**src/rtl/mem_ctrl_pkg.sv**
```systemverilog
// Shared types and constants for the memory access controller.
package mem_ctrl_pkg;

  typedef enum logic [1:0] {
    SZ_BYTE = 2'b00,
    SZ_HALF = 2'b01,
    SZ_WORD = 2'b10,
    SZ_ILL  = 2'b11
  } size_t;

  typedef enum logic [2:0] {
    IDLE,
    RD,
    CAP,
    WR,
    DONE
  } state_t;

  // Exception vector byte addresses.
  localparam logic [31:0] VEC_D = 32'd253;
  localparam logic [31:0] VEC_E = 32'd254;
  localparam logic [31:0] VEC_F = 32'd255;

  // Illegal size or an access not aligned to its own size.
  function automatic logic size_err(input size_t size, input logic [1:0] off);
    case (size)
      SZ_HALF: return off[0];
      SZ_WORD: return off != 2'b00;
      SZ_ILL:  return 1'b1;
      default: return 1'b0;
    endcase
  endfunction

endpackage

```
**src/rtl/mem_lane.sv**
```systemverilog
// Byte-lane steering: load extract/extend and sub-word store merge.
module mem_lane
  import mem_ctrl_pkg::*;
(
  input  logic [31:0] word_i,
  input  logic [31:0] wdata_i,
  input  logic [1:0]  offset_i,
  input  size_t       size_i,
  input  logic        sign_ext_i,
  output logic [31:0] load_o,
  output logic [31:0] merge_o
);

  logic [7:0]  byte_v;
  logic [15:0] half_v;

  assign byte_v = word_i[{offset_i, 3'b000} +: 8];
  assign half_v = offset_i[1] ? word_i[31:16] : word_i[15:0];

  // Select the addressed lane and extend it to 32 bits.
  always_comb begin
    load_o = word_i;
    case (size_i)
      SZ_BYTE: load_o = {{24{sign_ext_i & byte_v[7]}}, byte_v};
      SZ_HALF: load_o = {{16{sign_ext_i & half_v[15]}}, half_v};
      default: load_o = word_i;
    endcase
  end

  // Replace the addressed lane with the low bits of the store data.
  always_comb begin
    merge_o = word_i;
    case (size_i)
      SZ_BYTE: merge_o[{offset_i, 3'b000} +: 8] = wdata_i[7:0];
      SZ_HALF: begin
        if (offset_i[1]) merge_o[31:16] = wdata_i[15:0];
        else             merge_o[15:0]  = wdata_i[15:0];
      end
      SZ_WORD: merge_o = wdata_i;
      default: merge_o = word_i;
    endcase
  end

endmodule

```
**src/rtl/mem_access_ctrl.sv**
```systemverilog
// Sequences one load/store request onto a word-wide synchronous memory.
module mem_access_ctrl
  import mem_ctrl_pkg::*;
#(
  parameter int unsigned MEM_LATENCY = 1,
  parameter logic [31:0] VEC_BASE    = 32'd253
) (
  input  logic        clk,
  input  logic        reset,
  input  logic        start,
  input  logic        wr,
  input  logic [1:0]  size,
  input  logic        sign_ext,
  input  logic [31:0] addr,
  input  logic [31:0] wdata,
  output logic [31:0] rdata,
  output logic        done,
  output logic        err,
  output logic        busy,
  output logic        vec_hit,
  output logic [31:0] mem_addr,
  output logic        mem_wr,
  output logic [31:0] mem_wdata,
  input  logic [31:0] mem_rdata
);

  localparam logic [1:0] CntLast = 2'(MEM_LATENCY - 1);

  state_t      state_q, state_d;
  logic [1:0]  cnt_q, cnt_d;
  logic [1:0]  off_q, off_d;
  size_t       size_q, size_d;
  logic        wr_q, wr_d;
  logic        sx_q, sx_d;
  logic [31:0] wdata_q, wdata_d;
  logic        err_q, err_d;
  logic        vec_q, vec_d;
  logic [31:0] rdata_q, rdata_d;
  logic [31:0] mem_addr_q, mem_addr_d;
  logic [31:0] mem_wdata_q, mem_wdata_d;
  logic [31:0] lane_load, lane_merge;

  mem_lane u_lane (
    .word_i     (mem_rdata),
    .wdata_i    (wdata_q),
    .offset_i   (off_q),
    .size_i     (size_q),
    .sign_ext_i (sx_q),
    .load_o     (lane_load),
    .merge_o    (lane_merge)
  );

  // State and datapath registers with synchronous reset.
  always_ff @(posedge clk) begin
    if (reset) begin
      state_q     <= IDLE;
      cnt_q       <= '0;
      off_q       <= '0;
      size_q      <= SZ_BYTE;
      wr_q        <= 1'b0;
      sx_q        <= 1'b0;
      wdata_q     <= '0;
      err_q       <= 1'b0;
      vec_q       <= 1'b0;
      rdata_q     <= '0;
      mem_addr_q  <= '0;
      mem_wdata_q <= '0;
    end else begin
      state_q     <= state_d;
      cnt_q       <= cnt_d;
      off_q       <= off_d;
      size_q      <= size_d;
      wr_q        <= wr_d;
      sx_q        <= sx_d;
      wdata_q     <= wdata_d;
      err_q       <= err_d;
      vec_q       <= vec_d;
      rdata_q     <= rdata_d;
      mem_addr_q  <= mem_addr_d;
      mem_wdata_q <= mem_wdata_d;
    end
  end

  // Next-state logic: accept in IDLE, wait out read latency, capture, write, complete.
  always_comb begin
    state_d     = state_q;
    cnt_d       = cnt_q;
    off_d       = off_q;
    size_d      = size_q;
    wr_d        = wr_q;
    sx_d        = sx_q;
    wdata_d     = wdata_q;
    err_d       = err_q;
    vec_d       = vec_q;
    rdata_d     = rdata_q;
    mem_addr_d  = mem_addr_q;
    mem_wdata_d = mem_wdata_q;
    unique case (state_q)
      IDLE: begin
        if (start) begin
          off_d      = addr[1:0];
          size_d     = size_t'(size);
          wr_d       = wr;
          sx_d       = sign_ext;
          wdata_d    = wdata;
          err_d      = size_err(size_t'(size), addr[1:0]);
          vec_d      = (addr >= VEC_BASE) && (addr <= VEC_F);
          mem_addr_d = {addr[31:2], 2'b00};
          cnt_d      = '0;
          if (err_d) begin
            state_d = DONE;
          end else if (wr && size_t'(size) == SZ_WORD) begin
            state_d     = WR;
            mem_wdata_d = wdata;
          end else begin
            // Loads and sub-word stores both need the current word first.
            state_d = RD;
          end
        end
      end
      RD: begin
        if (cnt_q == CntLast) state_d = CAP;
        else                  cnt_d   = cnt_q + 2'd1;
      end
      CAP: begin
        if (wr_q) begin
          mem_wdata_d = lane_merge;
          state_d     = WR;
        end else begin
          rdata_d = lane_load;
          state_d = DONE;
        end
      end
      WR:      state_d = DONE;
      DONE:    state_d = IDLE;
      default: state_d = IDLE;
    endcase
  end

  // Write strobe and status are decoded straight from the state register.
  always_comb begin
    done      = (state_q == DONE);
    err       = (state_q == DONE) && err_q;
    busy      = (state_q != IDLE);
    mem_wr    = (state_q == WR);
    vec_hit   = vec_q;
    rdata     = rdata_q;
    mem_addr  = mem_addr_q;
    mem_wdata = mem_wdata_q;
  end

endmodule

```
**config.mk**
```make
export PLATFORM = sky130hd
export DESIGN_NAME = mem_access_ctrl
export DESIGN_NICKNAME = d
export VERILOG_FILES = /design/src/rtl/mem_ctrl_pkg.sv /design/src/rtl/mem_lane.sv /design/src/rtl/mem_access_ctrl.sv
export SDC_FILE = /design/constraint.sdc
export NUM_CORES = 1
export LEC_CHECK = 0
export ABC_AREA = 1
export CORE_MARGIN = 8
export CORE_UTILIZATION = 25
export CTS_CLUSTER_SIZE = 40
export DETAILED_ROUTE_END_ITERATION = 16
export HOLD_SLACK_MARGIN = 0.12
export PLACE_DENSITY = 0.51
export SYNTH_ARGS = -nofsm -noshare
export SYNTH_HDL_FRONTEND = slang
export SYNTH_SLANG_ARGS = --single-unit
```
**constraint.sdc**
```tcl
create_clock -name clk -period 4.6 [get_ports clk]
set_input_delay 0.92 -clock clk [delete_from_list [all_inputs] [get_ports clk]]
set_output_delay 0.92 -clock clk [all_outputs]
set_load 0.01 [all_outputs]
```
# Word-level counts from Yosys, hierarchy flattened

Index checks and enable logic that the tools add are counted.

Output and inout port bits: 101
Register bits: 139

$lt $le $gt $ge: 2
$add $sub $neg: 2
Reduce and logical (&&, ||, !) cells: 15
Shift-type cells: 3
Mux-type cells: 23
Bitwise gates (word level): 3
Equal/unequal tests: 15

Operators with widths:

| kind                     | number |
|---|---|
| $mux W32                 | 4 |
| $pmux W32 S2             | 2 |
| $pmux W32 S3             | 1 |
| $mux W16                 | 3 |
| $bwmux W32               | 1 |
| $ge A32 B8 Y1 const B    | 1 |
| $le A32 B8 Y1 const B    | 1 |
| $shift A8 B7 Y32 const A | 1 |
| $shiftx A32 B6 Y8        | 1 |
| $shiftx A8 B7 Y32        | 1 |
| $mux W3                  | 4 |
| $ne A2 B2 Y1 const B     | 6 |
| $pmux W3 S4              | 1 |
| $neg A5 Y7               | 1 |
| $eq A2 B2 Y1 const B     | 3 |
| $eq A3 B2 Y1 const B     | 2 |
| $mux W2                  | 3 |
| $reduce_and A2 Y1        | 3 |
| $reduce_bool A2 Y1       | 3 |
| $reduce_and A5 Y1        | 1 |
| $eq A2 B1 Y1 const B     | 2 |
| $logic_not A2 Y1         | 2 |
| $pmux W2 S2              | 1 |
| $eq A3 B1 Y1 const B     | 1 |
| other kinds (10)         | 14 |

# Depth between registers and ports, before layout

Depth in word-level cells: 7
Mapped depth: 14
Mapped depth without buffers: 12

# Cells and area by module

From an unflattened synthesis, not the netlist that was laid out.

Cells, all modules: 1353
Area total of the unflattened synthesis: 8122.8 µm²

By module, submodules not included:

| module          | area an instance (µm²) | seq. area each (µm²) | instances | cells an instance |
|---|---|---|---|---|
| mem_access_ctrl | 5878.1                 | 2782.7               | 1         | 861 |
| mem_lane        | 2244.7                 | 0.0                  | 1         | 492 |

# Worst setup path before layout

No wires, ideal clock.

Kind: reg2reg
From: reg off_q[1]
To: reg mem_wdata_q[10], in the netlist mem_wdata[10]
Data arrival time: 2.055 ns
Path slack: 2.489 ns
Cell stages (with the launch flop): 15
Cell sequence: dfxtp_1 buf_2 inv_1 clkbuf_1 ha_1 clkinv_1 nor2_1 nand3_1 nand2_1 nand2_1 nand2_1 nand2_1 nand2_1 nand2_1 inv_1

Cells in the longest elaborated chain, start to end: 6

Ends and longest elaborated chain:

| what                                                  | line                   | source |
|---|---|---|
| from (decl)                                           | mem_access_ctrl.sv:31  | `logic [1:0] off_q, off_d;` |
| from (signal assigned)                                | mem_access_ctrl.sv:58  | `off_q <= '0;` |
| from (signal assigned)                                | mem_access_ctrl.sv:71  | `off_q <= off_d;` |
| $neg A5 Y7                                            | mem_lane.sv:34         | `SZ_BYTE: merge_o[{offset_i, 3'b000} +: 8] = wdata_i[7:0];` |
| $shiftx A8 B7 Y32 or $shift A8 B7 Y32 (tied branches) | mem_lane.sv:34         |  |
| $bwmux W32                                            | mem_lane.sv:34         |  |
| $pmux W32 S3 (*)                                      | mem_lane.sv:33         | `case (size_i)` |
| $mux W32 (*)                                          | mem_access_ctrl.sv:126 | `if (wr_q) begin` |
| $pmux W32 S2 (*)                                      | mem_access_ctrl.sv:98  | `unique case (state_q)` |
| to (signal assigned)                                  | mem_access_ctrl.sv:80  | `mem_wdata_q <= mem_wdata_d;` |
| to (decl)                                             | mem_access_ctrl.sv:40  | `logic [31:0] mem_wdata_q, mem_wdata_d;` |

Every way passes the cells marked *; elsewhere a longest branch is shown, timed or not. The select of a mux whose other input is x is not followed.
A chain may end at the register's enable or synchronous reset.

# Worst setup path in the final report

From: reg state_q[1]
To: out mem_wr

Cells in the longest elaborated chain, start to end: 1

Ends and longest elaborated chain:

| what                   | line                   | source |
|---|---|---|
| from (decl)            | mem_access_ctrl.sv:29  | `state_t state_q, state_d;` |
| from (signal assigned) | mem_access_ctrl.sv:69  | `state_q <= state_d;` |
| $eq A3 B2 Y1           | mem_access_ctrl.sv:145 | `mem_wr = (state_q == WR);` |
| to (decl)              | mem_access_ctrl.sv:22  | `output logic mem_wr,` |

Every way passes these cells.

==> flow_summary.toml <==
[power_and_ir_drop]
comb_power_share_pct = 26.5
p_leak_nw = 5.09
peakVddDrop_mv = 0.249
p_per_area_mw_per_mm2 = 335
internal-power_mw = 2.38
seqPwrFrac_pct = 37.1
netSwitchingPower_mw = 1.32
switching_share_pct = 35.6
power.share.clock_pct = 36.4

[cts]
h-tree-depth = 4
cts_buffer_depth = 2
post_cts_buffers = 0
numCtsBuffers = 17
cts_hold_buf = 0
clk_pin_slew_ns = 0.08
clock_latency_ns = 0.44
post_cts_resized = 0
root_buffer = "clkbuf_16"
cts_tree = "done"
clock-sinks = 139

[timing]
worst_slack_ns = 1.85
holdWs_ns = 0.463
final-setup-viol-count = 0
report.final.slew_viol_count = 0
period_minus_slack_ns = 2.75
fin_setup_tns_ns = 0
hold_viol = 0
relSlewSlack_pct = 26.7
max_freq_mhz = 364
fin_skew_ns = 0.0145
rsz0062_at_grt = "false"
worstMarginPinSlew_ns = 1.10
period_share_pct = 59.8

[final_layout]
multi_input_area_mm2 = 0.00437
final_cell_mix = "nand2_1, clkdlybuf4s50_1, nor2_1"
area_growth_pct = 34.8
fillers = 3629
mostFrequentLayoutCell = "nand2_1"
postLayoutCellArea_mm2 = 0.0111
drive_gt1_share_pct = 3.88
n_antenna_cell = 0
register_area_mm2 = 0.00278
nets = 1667

[global_route]
grt_usage_pct = 17.0
grt_max_degree = 76
grt_pass1_wl_um = 51600
grt.overflow.total = 0
grt_pass1_vias = 8665
antenna_found_initial = 0

[job]
cap_violations = 0

[setup_path]
cp_data_arrival_time_ns = 1.83
crit_fanout = 6
regToRegEndpoint = "mem_wdata[30]$_SDFFE_PP0P_"
rr_worst_depth = 9
crit_type = "reg2out"
reg2reg_slack_ns = 1.93
r2r-start = "size_q[1]$_SDFFE_PP0P_"
crit_start = "state_q[1]$_SDFFE_PP0P_"
endpoint = "mem_wr"
start_kind = "flop"
critPathRequiredTime_ns = 3.68
endpoint_kind = "output port"

[place]
gp_congestion = 0.900
hpwl_um = 24600
numPortBuffers = 201
post-place-ws_ns = 1.69
placed_cell_area_mm2 = 0.0105

[synthesis]
yosysSeqAreaShare_pct = 33.9
dominantRegCellSynth = "dfxtp_1"
ys_types = 28
synth_fa_ha_area_share_pct = 0.914
synth_top_family_by_area = "simple AND/OR/NAND/NOR gates"
synthArstFlopShare_pct = 0
synthCells = 1406
synth_compound_area_share_pct = 17.1
synthXorXnorAreaFrac_pct = 0
synth-simple-area-share_pct = 35.1
synth_edf_count = 0
synth-seq-cells = 139
ys_warn_count = 0
synthMuxAreaShare_pct = 0
postSynthAreaPerCell_um2 = 5.84
syn_area_mm2 = 0.00821

[die]
die_y_um = 197
start_util_pct = 25.3
die_w_um = 197
rows = 66
coreArea_mm2 = 0.0325
io_pins = 204
die_area_mm2 = 0.0389

[detailed_routing]
drt-wirelength-per-cell_um = 16.6
drc_errors = 0
dr.pass1.iters = 6
vias_per_cell = 4.57
wl_um = 33400
antenna_left = 0
drt_iter0_drc = 676
vias = 9197

[hold_path]
hp-class = "reg2reg"

[run_status]
outcome = "complete, no violations"
-- layer usage --
metal  vias to the layer above  GRT usage, %  share of wire, %
li1                       4679             -                 -
met1                      4205          22.7                46
met2                       288          26.5                45
met3                        25          4.77               7.6
met4                         0          4.88               1.4
met5                         -             0                 0
-- worst min-delay path by stage --
stage	startpoint	depth (start not counted)	end	slack (ns)
final	mem_addr[5]$_SDFFE_PP0P_	2	mem_addr[5]$_SDFFE_PP0P_	0.46
after global routing	mem_addr[5]$_SDFFE_PP0P_	2	mem_addr[5]$_SDFFE_PP0P_	0.48
after detailed placement	err_q$_SDFFE_PP0P_	2	err_q$_SDFFE_PP0P_	0.46
after global placement	err_q$_SDFFE_PP0P_	2	err_q$_SDFFE_PP0P_	0.45
after CTS	mem_addr[24]$_SDFFE_PP0P_	2	mem_addr[24]$_SDFFE_PP0P_	0.47
after floorplan	err_q$_SDFFE_PP0P_	2	err_q$_SDFFE_PP0P_	0.43
-- worst max-delay path: stages, from the launching register on --
cell,delay [ns]
dfxtp_1,0.48
inv_1,0.07
nor3_1,0.23
clkdlybuf4s50_1,0.61
-- logic make-up (layout without fill, tap and decap cells) --
group,after synthesis,after routing
AO/OA/AOI/OAI,270,270
adder cells (fa/ha/maj),6,6
buffers and inverters,268,432
flip-flops,139,139
other,1,2
AND/OR/NAND/NOR,722,722
-- power groups by stage --
stage / Combinational (mW) / Sequential, mW / Clock [mW]
after floorplan: 0.559 / 1.41 / 0
after global placement: 0.975 / 1.40 / 0
after detailed placement: 0.981 / 1.40 / 0
after CTS: 0.985 / 1.37 / 1.39
after global routing: 1.10 / 1.39 / 1.45
final: 0.981 / 1.37 / 1.35
-- registers in the layout, summed over array words and instances, names as in the netlist --
name / flops
rdata: 32
err_q: 1
size_q: 2
off_q: 2
wdata_q: 32
wr_q: 1
mem_addr: 30
state_q: 3
sx_q: 1
mem_wdata: 32
vec_hit: 1
cnt_q: 2
-- synth_stat cells, drive strengths merged (2+ instances only) --
| master | instances | area, µm² |
|---|---|---|
| inv | 182 | 683 |
| o211ai | 8 | 60.1 |
| clkbuf | 43 | 161 |
| nand2 | 455 | 1710 |
| a21oi | 155 | 787 |
| o21a | 7 | 52.6 |
| clkinv | 3 | 11.3 |
| nand4 | 17 | 106 |
| nand3 | 61 | 323 |
| a31oi | 2 | 12.5 |
| buf | 40 | 206 |
| nor3 | 5 | 25.0 |
| dfxtp | 139 | 2780 |
| o21ai | 97 | 485 |
| ha | 6 | 75.1 |
| nor2 | 183 | 712 |
-- through the flow --
step / power [mW] / std cells / util (%)
4_1_cts: 3.75 / 2013 / 34.1
3_5_place_dp: 2.38 / 1981 / 32.4
2_1_floorplan: 1.97 / 1407 / -
5_1_grt: 3.93 / 2013 / 34.1
6_report: 3.71 / 2013 / 34.1
3_3_place_gp: 2.37 / 1981 / 32.4
-- final cells by class --
class | instances | area share [%]
sequential | 139 | 25.1
multi-input combinational | 1000 | 39.5
tap | 442 | 4.99
inverter | 185 | 6.27
clock inverter | 14 | 1.16
clock buffer | 18 | 3.88
timing repair buffer | 215 | 19.1
Power figures use the tool's default switching activity.
